--- src/rtl/matrix_loader_if.sv ---
// Handshake and result bus between the matrix loader and its neighbours.
// master: the element source / matrix consumer side; slave: the loader.
interface matrix_loader_if #(
    parameter int DIM_MAX = 5,
    parameter int ELEM_W  = 8
);
    localparam int MAT_W = DIM_MAX * DIM_MAX * ELEM_W;

    logic              start;
    logic [2:0]        m_in;
    logic [2:0]        n_in;
    logic              elem_valid;
    logic [ELEM_W-1:0] elem_data;
    logic              elem_ready;
    logic              abort;
    logic              taken;
    logic [2:0]        m_out;
    logic [2:0]        n_out;
    logic [MAT_W-1:0]  matrixA;
    logic              valid;
    logic              busy;
    logic              err_dim;
    logic              err_elem;

    modport master (
        output start, m_in, n_in, elem_valid, elem_data, abort, taken,
        input  elem_ready, m_out, n_out, matrixA, valid, busy, err_dim, err_elem
    );

    modport slave (
        input  start, m_in, n_in, elem_valid, elem_data, abort, taken,
        output elem_ready, m_out, n_out, matrixA, valid, busy, err_dim, err_elem
    );
endinterface

--- src/rtl/matrix_loader.sv ---
// matrix_loader: collects an m x n matrix (1..DIM_MAX each) element by element
// in row-major order and presents it as a zero-padded DIM_MAX x DIM_MAX bus,
// holding valid until the consumer acks with taken.
// Optional feature macro: MATRIX_LOADER_RANGE_CHECK_EN -- elements above
// ELEM_MAX are consumed but dropped, with a one-cycle err_elem pulse.
module matrix_loader #(
    parameter int DIM_MAX  = 5,
    parameter int ELEM_W   = 8,
    parameter int ELEM_MAX = 9
) (
    input logic             clk,
    input logic             reset,
    matrix_loader_if.slave  bus
);
    localparam int SLOTS  = DIM_MAX * DIM_MAX;
    localparam int MAT_W  = SLOTS * ELEM_W;
    localparam int SLOT_W = $clog2(SLOTS);

`ifdef MATRIX_LOADER_RANGE_CHECK_EN
    localparam bit RANGE_EN = 1'b1;
`else
    localparam bit RANGE_EN = 1'b0;
`endif

    typedef enum logic [1:0] {IDLE, LOAD, DONE} state_t;

    state_t            state_q, state_d;
    logic [2:0]        m_q, n_q, row_q, col_q;
    logic [MAT_W-1:0]  mat_q;
    logic              valid_q, busy_q, err_dim_q, err_elem_q;

    logic              dims_ok, hs, elem_bad, wr_en;
    logic              last_col, last_elem, load_start, load_abort;
    logic [SLOT_W-1:0] slot;

    // Next state plus the per-cycle decode that the datapath acts on.
    always_comb begin
        state_d    = state_q;
        load_start = 1'b0;
        load_abort = 1'b0;
        wr_en      = 1'b0;
        dims_ok    = (bus.m_in != 3'd0) && (bus.m_in <= 3'(DIM_MAX)) &&
                     (bus.n_in != 3'd0) && (bus.n_in <= 3'(DIM_MAX));
        hs         = bus.elem_valid && (state_q == LOAD);
        elem_bad   = RANGE_EN && (bus.elem_data > ELEM_W'(ELEM_MAX));
        last_col   = (col_q == n_q - 3'd1);
        last_elem  = last_col && (row_q == m_q - 3'd1);
        slot       = SLOT_W'(int'(row_q) * DIM_MAX + int'(col_q));
        case (state_q)
            IDLE: begin
                if (bus.start && dims_ok) begin
                    load_start = 1'b1;
                    state_d    = LOAD;
                end
            end
            LOAD: begin
                // abort wins over a same-cycle element, which is dropped
                if (bus.abort) begin
                    load_abort = 1'b1;
                    state_d    = IDLE;
                end else if (hs && !elem_bad) begin
                    wr_en = 1'b1;
                    if (last_elem) state_d = DONE;
                end
            end
            DONE: begin
                if (bus.taken) state_d = IDLE;
            end
            default: state_d = IDLE;
        endcase
    end

    // State register.
    always_ff @(posedge clk or negedge reset) begin
        if (!reset) state_q <= IDLE;
        else        state_q <= state_d;
    end

    // Registered outputs, dimension latches, position counters and buffer.
    always_ff @(posedge clk or negedge reset) begin
        if (!reset) begin
            valid_q    <= 1'b0;
            busy_q     <= 1'b0;
            err_dim_q  <= 1'b0;
            err_elem_q <= 1'b0;
            m_q        <= '0;
            n_q        <= '0;
            row_q      <= '0;
            col_q      <= '0;
            mat_q      <= '0;
        end else begin
            valid_q    <= (state_d == DONE);
            busy_q     <= (state_d != IDLE);
            err_dim_q  <= (state_q == IDLE) && bus.start && !dims_ok;
            err_elem_q <= hs && !bus.abort && elem_bad;
            if (load_start || load_abort) begin
                mat_q <= '0;
                row_q <= '0;
                col_q <= '0;
                m_q   <= load_start ? bus.m_in : 3'd0;
                n_q   <= load_start ? bus.n_in : 3'd0;
            end else if (wr_en) begin
                for (int k = 0; k < SLOTS; k++)
                    if (slot == SLOT_W'(k)) mat_q[k*ELEM_W +: ELEM_W] <= bus.elem_data;
                // counters park at 0 after the last element so they stay in range
                if (last_elem) begin
                    row_q <= '0;
                    col_q <= '0;
                end else if (last_col) begin
                    col_q <= '0;
                    row_q <= row_q + 3'd1;
                end else begin
                    col_q <= col_q + 3'd1;
                end
            end
        end
    end

    assign bus.elem_ready = (state_q == LOAD);
    assign bus.m_out      = m_q;
    assign bus.n_out      = n_q;
    assign bus.matrixA    = mat_q;
    assign bus.valid      = valid_q;
    assign bus.busy       = busy_q;
    assign bus.err_dim    = err_dim_q;
    assign bus.err_elem   = err_elem_q;
endmodule

--- src/flat_wrapper.sv ---
// flat-port wrapper written by rule: the top's interface ports become plain ports
module matrix_loader_flat 
#(
    parameter int DIM_MAX  = 5,
    parameter int ELEM_W   = 8,
    parameter int ELEM_MAX = 9
)
  (clk, reset, bus_start, bus_m_in, bus_n_in, bus_elem_valid, bus_elem_data, bus_abort, bus_taken, bus_elem_ready, bus_m_out, bus_n_out, bus_matrixA, bus_valid, bus_busy, bus_err_dim, bus_err_elem);
  matrix_loader_if #(.DIM_MAX(DIM_MAX), .ELEM_W(ELEM_W)) bus_i ();
  input logic clk;
  input logic reset;
  input wire logic [$bits(bus_i.start)-1:0] bus_start;
  input wire logic [$bits(bus_i.m_in)-1:0] bus_m_in;
  input wire logic [$bits(bus_i.n_in)-1:0] bus_n_in;
  input wire logic [$bits(bus_i.elem_valid)-1:0] bus_elem_valid;
  input wire logic [$bits(bus_i.elem_data)-1:0] bus_elem_data;
  input wire logic [$bits(bus_i.abort)-1:0] bus_abort;
  input wire logic [$bits(bus_i.taken)-1:0] bus_taken;
  output wire logic [$bits(bus_i.elem_ready)-1:0] bus_elem_ready;
  output wire logic [$bits(bus_i.m_out)-1:0] bus_m_out;
  output wire logic [$bits(bus_i.n_out)-1:0] bus_n_out;
  output wire logic [$bits(bus_i.matrixA)-1:0] bus_matrixA;
  output wire logic [$bits(bus_i.valid)-1:0] bus_valid;
  output wire logic [$bits(bus_i.busy)-1:0] bus_busy;
  output wire logic [$bits(bus_i.err_dim)-1:0] bus_err_dim;
  output wire logic [$bits(bus_i.err_elem)-1:0] bus_err_elem;
  assign bus_i.start = bus_start;
  assign bus_i.m_in = bus_m_in;
  assign bus_i.n_in = bus_n_in;
  assign bus_i.elem_valid = bus_elem_valid;
  assign bus_i.elem_data = bus_elem_data;
  assign bus_i.abort = bus_abort;
  assign bus_i.taken = bus_taken;
  assign bus_elem_ready = bus_i.elem_ready;
  assign bus_m_out = bus_i.m_out;
  assign bus_n_out = bus_i.n_out;
  assign bus_matrixA = bus_i.matrixA;
  assign bus_valid = bus_i.valid;
  assign bus_busy = bus_i.busy;
  assign bus_err_dim = bus_i.err_dim;
  assign bus_err_elem = bus_i.err_elem;
  matrix_loader #(.DIM_MAX(DIM_MAX), .ELEM_W(ELEM_W), .ELEM_MAX(ELEM_MAX)) u_core (.clk(clk), .reset(reset), .bus(bus_i));
endmodule
--- config.mk ---
export PLATFORM = sky130hd
export DESIGN_NAME = matrix_loader_flat
export DESIGN_NICKNAME = d
export VERILOG_FILES = /design/src/rtl/matrix_loader_if.sv /design/src/rtl/matrix_loader.sv /design/src/flat_wrapper.sv
export SDC_FILE = /design/constraint.sdc
export NUM_CORES = 1
export LEC_CHECK = 0
export CORE_MARGIN = 2
export CORE_UTILIZATION = 45
export DETAILED_ROUTE_END_ITERATION = 16
export PLACE_DENSITY_LB_ADDON = 0.12
export SYNTH_ARGS = -nofsm -noshare
export SYNTH_HDL_FRONTEND = slang
export SYNTH_SLANG_ARGS = --single-unit
--- constraint.sdc ---
create_clock -name clk -period 2.9 [get_ports clk]
set_input_delay 0.435 -clock clk [delete_from_list [all_inputs] [get_ports clk]]
set_output_delay 0.435 -clock clk [all_outputs]
set_load 0.01 [all_outputs]
# --- After elaboration in Yosys (flattened, before gate mapping) ---
# Cells that the tools add are included.
classes:
  n_mul: 1
  mux: 50
  reduce_logical: 68
  order_cmp: 2
  addsub: 5
  n_eq_ne: 29
op_table:
  columns: ["cell", "count"]
  rows:
  - ["$mux W200", 2]
  - ["$mux W8", 25]
  - ["$reduce_bool A2 Y1", 27]
  - ["$reduce_and A2 Y1", 26]
  - ["$eq A5 B5 Y1 const B", 9]
  - ["$eq A5 B4 Y1 const B", 8]
  - ["$mux W3", 10]
  - ["$eq A5 B3 Y1 const B", 4]
  - ["$eq A5 B2 Y1 const B", 2]
  - ["$mux W2", 5]
  - ["$reduce_bool A3 Y1", 3]
  - ["$logic_and A1 B1 Y1", 8]
  - ["$mux W1", 7]
  - ["$add A3 B1 Y3 const B", 2]
  - ["$eq A3 B3 Y1", 2]
  - ["$le A3 B3 Y1 const B", 2]
  - ["$pmux W2 S3", 1]
  - ["$sub A3 B1 Y3 const B", 2]
  - ["$add A5 B4 Y5", 1]
  - ["$eq A5 B1 Y1 const B", 1]
  - ["$logic_not A5 Y1", 1]
  - ["$mul A3 B3 Y5 const B", 1]
  - ["$eq A2 B2 Y1 const B", 2]
  - ["$eq A2 B1 Y1 const B", 1]
  - ["3 further kinds", 3]
word_totals:
  output_inout_bits: 211
  word_cells: 188
  ff_bits: 217

# --- Depth between registers and ports, before layout ---
logic_depth:
  ltp_word: 10
  ltp_mapped: 10
  ltp_nobuf: 8

# --- Least setup slack after synthesis ---
# Ideal clock, no wire load.
synth_path:
  path_type: "register to register"
  from: "register u_core.row_q[0]"
  to: "register u_core.mat_q[176], in the netlist u_core.bus.matrixA[176]"
  stages_incl_launch_ff: 11
  required_ns: 2.764
  synth_period_minus_slack_ns: 2.957
  setup_slack_ns: -0.057
  setup_time_ns: 0.136
  t_arrival_ns: 2.820
  path_cell_list: "dfrtp_1 -> ha_1 -> ha_1 -> inv_1 -> fa_1 -> inv_2 -> buf_2 -> nand4_1 -> buf_2 -> o31ai_1 -> a21oi_1"
synth_between:
  elab_chain_cells: 5
synth_rtl:
  columns: ["item", "line", "source"]
  rows:
  - ["from (decl)", "matrix_loader.sv:28", "logic [2:0] m_q, n_q, row_q, col_q;"]
  - ["from (signal assigned)", "matrix_loader.sv:111", "row_q <= row_q + 3'd1;"]
  - ["$mul A3 B3 Y5", "matrix_loader.sv:48", "slot = SLOT_W'(int'(row_q) * DIM_MAX + int'(col_q));"]
  - ["$add A5 B4 Y5", "matrix_loader.sv:48", null]
  - ["$eq A5 B5 Y1", "matrix_loader.sv:104", "if (slot == SLOT_W'(k)) mat_q[k*ELEM_W +: ELEM_W] <= bus.elem_data;"]
  - ["$reduce_bool A2 Y1 (no line)", null, null]
  - ["$reduce_and A2 Y1 (no line)", null, null]
  - ["to (signal, indexed assignment)", "matrix_loader.sv:104", null]
  - ["to (decl)", "matrix_loader.sv:29", "logic [MAT_W-1:0] mat_q;"]
# No other way between the ends.
# A chain may end at the register's enable or synchronous reset.

# --- Final worst setup path ---
layout_path:
  from: "register u_core.row_q[0]"
  to: "register u_core.mat_q[71], in the netlist u_core.bus.matrixA[71]"
layout_between:
  elab_chain_cells: 5
layout_rtl:
  columns: ["item", "line"]
  rows:
  - ["$mul A3 B3 Y5", "matrix_loader.sv:48"]
  - ["$add A5 B4 Y5", "matrix_loader.sv:48"]
  - ["$eq A5 B4 Y1", "matrix_loader.sv:104"]
  - ["$reduce_bool A2 Y1 (no line)", null]
  - ["$reduce_and A2 Y1 (no line)", null]
# No other way between the ends.

==> results.sh <==
export IMPL_start_util_pct=45.7
export IMPL_firstDrtPassIters=5
export IMPL_syn_cell_area_mm2=0.0115
export IMPL_cp_max_fo=66
export IMPL_drt_iter0_drc=1089
export IMPL_drive_above_1_share_pct=11.9
export IMPL_max_slew_margin_pct=48.5
export IMPL_cts_made_buffers=24
export IMPL_rows=58
export IMPL_insertion_delay_ns=0.52
export IMPL_die_w_um=164
export IMPL_synth_compound_area_share_pct=37.2
export IMPL_seq_area_frac_synth_pct=47.3
export IMPL_grt_pass1_wl_mm=61.1
export IMPL_tns_ns=0
export IMPL_holdWs_ns=0.450
export IMPL_antenna_found_initial=0
export IMPL_gr_total_overflow=0
export IMPL_yosysTopAreaCellShare_pct=47.3
export IMPL_synth_xor_area_share_pct=1.21
export IMPL_final_antenna_net_count=0
export IMPL_avgSynthCellArea_um2=10.2
export IMPL_ys_seq_elements=217
export IMPL_synth_fa_ha_area_share_pct=1.48
export IMPL_synthTopCellsByArea="dfrtp_1 (47%), o31ai_1 (13%), a21oi_1 (9.0%)"
export IMPL_antenna_cells=0
export IMPL_root_buffer="clkbuf_16"
export IMPL_vias_per_cell=6.64
export IMPL_cts_max_level=1
export IMPL_total_leakage_power_nw=5.75
export IMPL_post_route_cell_area_mm2=0.0152
export IMPL_skew_ns=0.00817
export IMPL_cts_tree="built"
export IMPL_min_path_type="in -> async"
export IMPL_fin_crit_sh_pct=95.5
export IMPL_area_growth_syn_to_layout_pct=32.1
export IMPL_core_area_mm2=0.0251
export IMPL_yosys_warnings=0
export IMPL_dp_hpwl_mm=22.7
export IMPL_end_kind="flip-flop"
export IMPL_grt_max_degree=133
export IMPL_startpoint_type="flip-flop"
export IMPL_cts_path_max_buffers=3
export IMPL_grt_usage_pct=28.4
export IMPL_crit_required_ns=3.34
export IMPL_setup_viol=0
export IMPL_clk_pin_slew_worst_paths_ns=0.06
export IMPL_synth_distinct_cells=55
export IMPL_total_power_mw=6.93
export IMPL_drv_cap=0
export IMPL_wl_per_cell_um=24.2
export IMPL_synth_cells=1124
export IMPL_grt_pass1_vias=10500
export IMPL_crit_type="reg -> reg"
export IMPL_yosysTopAreaCell="dfrtp_1"
export IMPL_io_buffers=229
export IMPL_synth_top_family_by_area="compound AO/OA/AOI/OAI gates"
export IMPL_synthArstFlopShare_pct=100
export IMPL_rsz0062_at_grt="no"
export IMPL_routed_wl_mm=39.6
export IMPL_placed_cell_area_mm2=0.0143
export IMPL_synthSimpleGateAreaFrac_pct=5.06
export IMPL_fin_crit_ns=2.77
export IMPL_synth_flop_cell="dfrtp_1"
export IMPL_yosysMostFrequentCell="dfrtp_1"
export IMPL_synthMuxAreaShare_pct=0.0872
export IMPL_syn_num_nets=1157
export IMPL_io_pins=231
export IMPL_status="complete, no violations"
export IMPL_arrival_ns=3.21
export IMPL_finalMaxSlewViolations=0
export IMPL_fin_nets=1318
export IMPL_die_h_um=164
export IMPL_via_count=10800
export IMPL_p_per_area_mw_per_mm2=457
export IMPL_dieArea_mm2=0.0268
export IMPL_worstMarginPinSlew_ns=0.773
export IMPL_drc=0
export IMPL_synth_edf_count=0
export IMPL_gp_congestion=0.816
export IMPL_hold_viol=0
export IMPL_clock_sinks=217
export IMPL_peakVddDrop_v=0.000381
export IMPL_max_freq_mhz=361
export IMPL_yosys_top_cells_count="dfrtp_1 (217), a21oi_1 (206), o31ai_1 (200), o211ai_1 (121), clkbuf_1 (89)"
## through the flow
| stage | util [%] | setup WS, ns | std cells |
|---|---|---|---|
| finish | 60.4 | 0.131 | 1632 |
| floorplan | - | 0.0200 | 1124 |
| global route | 60.4 | 0.00700 | 1632 |
| global placement | 56.9 | 0.0863 | 1580 |
| detailed placement | 56.9 | 0.0495 | 1580 |
| CTS | 59.8 | 0.0251 | 1624 |
## cell families (layout without fill, tap and decap cells)
group,count (synthesis),after routing
compound gates,623,623
flops,217,217
buf+inv,190,368
simple gates,68,68
fa+ha+maj,13,13
xor+xnor,11,11
other cells,1,1
mux,1,1
## cell type report
| type | instances | area, um^2 |
|---|---|---|
| Clock buffer | 35 | 672 |
| Clock inverter | 8 | 51.3 |
| Multi-Input combinational cell | 717 | 5250 |
| Fill cell | 2124 | 9930 |
| Tap cell | 330 | 413 |
| Timing Repair Buffer | 314 | 3320 |
| Sequential cell | 217 | 5430 |
| Inverter | 11 | 43.8 |
## path summary, 6_finish.rpt
path | start | to | slack [ns] | cells past startpoint
hold / removal | reset | u_core.bus.matrixA[102] | 0.45 | 2
min in group clk | u_core.bus.matrixA[98] | u_core.bus.matrixA[98] | 0.53 | 2
max in group asynchronous | reset | u_core.bus.matrixA[191] | 1.48 | 3
setup / recovery | u_core.row_q[0] | u_core.bus.matrixA[71] | 0.13 | 10
hold reg to reg | u_core.bus.matrixA[98] | u_core.bus.matrixA[98] | 0.53 | 2
setup reg to reg | u_core.row_q[0] | u_core.bus.matrixA[71] | 0.13 | 10
## where the power goes
part,switching [mW],total [mW],internal [mW]
Clock,1.25,2.86,1.61
Sequential,0.0696,3.16,3.10
Combinational,0.596,0.912,0.316
## worst max-delay path: stages (launching register included)
cell and delay, ns:
dfrtp_1 0.38, ha_1 0.21, ha_1 0.28, ha_2 0.41, a21oi_1 0.13, buf_4 0.17, a21oi_4 0.23, buf_12 0.14
buf_8 0.39, o31ai_1 0.15, a21oi_1 0.19
## layout by cell type (no fill, tap or decap), types with 3 or more instances in the layout
cell type,n
a21oi_1,204
a21oi_4,3
a22o_1,8
and4_1,5
buf_12,28
buf_4,52
clkbuf_1,8
clkbuf_16,25
clkbuf_8,3
clkdlybuf4s50_1,227
clkinv_2,7
dfrtp_1,217
ha_1,11
inv_1,9
nand2_1,4
nand3_1,3
nand4_1,11
nand4_4,5
nor2_1,7
nor2_2,3
nor2b_1,3
nor3_1,3
nor4_4,3
o2111ai_1,80
o211ai_1,121
o31ai_1,196
o31ai_2,5
xor2_1,6
## flip-flops by register name (all words and copies together) (netlist names), 2 cells and up
register and cells:
u_core.state_q 2, u_core.bus.n_out 3, u_core.col_q 3, u_core.bus.m_out 3, u_core.bus.matrixA 200, u_core.row_q 3
## metal layers
metal / vias up / share of wire, % / track usage (%)
li1: 4807 / - / -
met1: 5454 / 44 / 42.3
met3: 57 / 7.7 / 4.70
met2: 521 / 46 / 43.3
met5: - / 0 / 0
met4: 0 / 1.9 / 7.14
## repair_timing
action,in CTS,in global routing
resized for setup,0,15
endpoints found under the setup margin,0,194
hold buffers,1,0
endpoints found under the hold margin,61,0
buffers inserted,0,7
No activity file was read; power rests on OpenSTA's default activity.
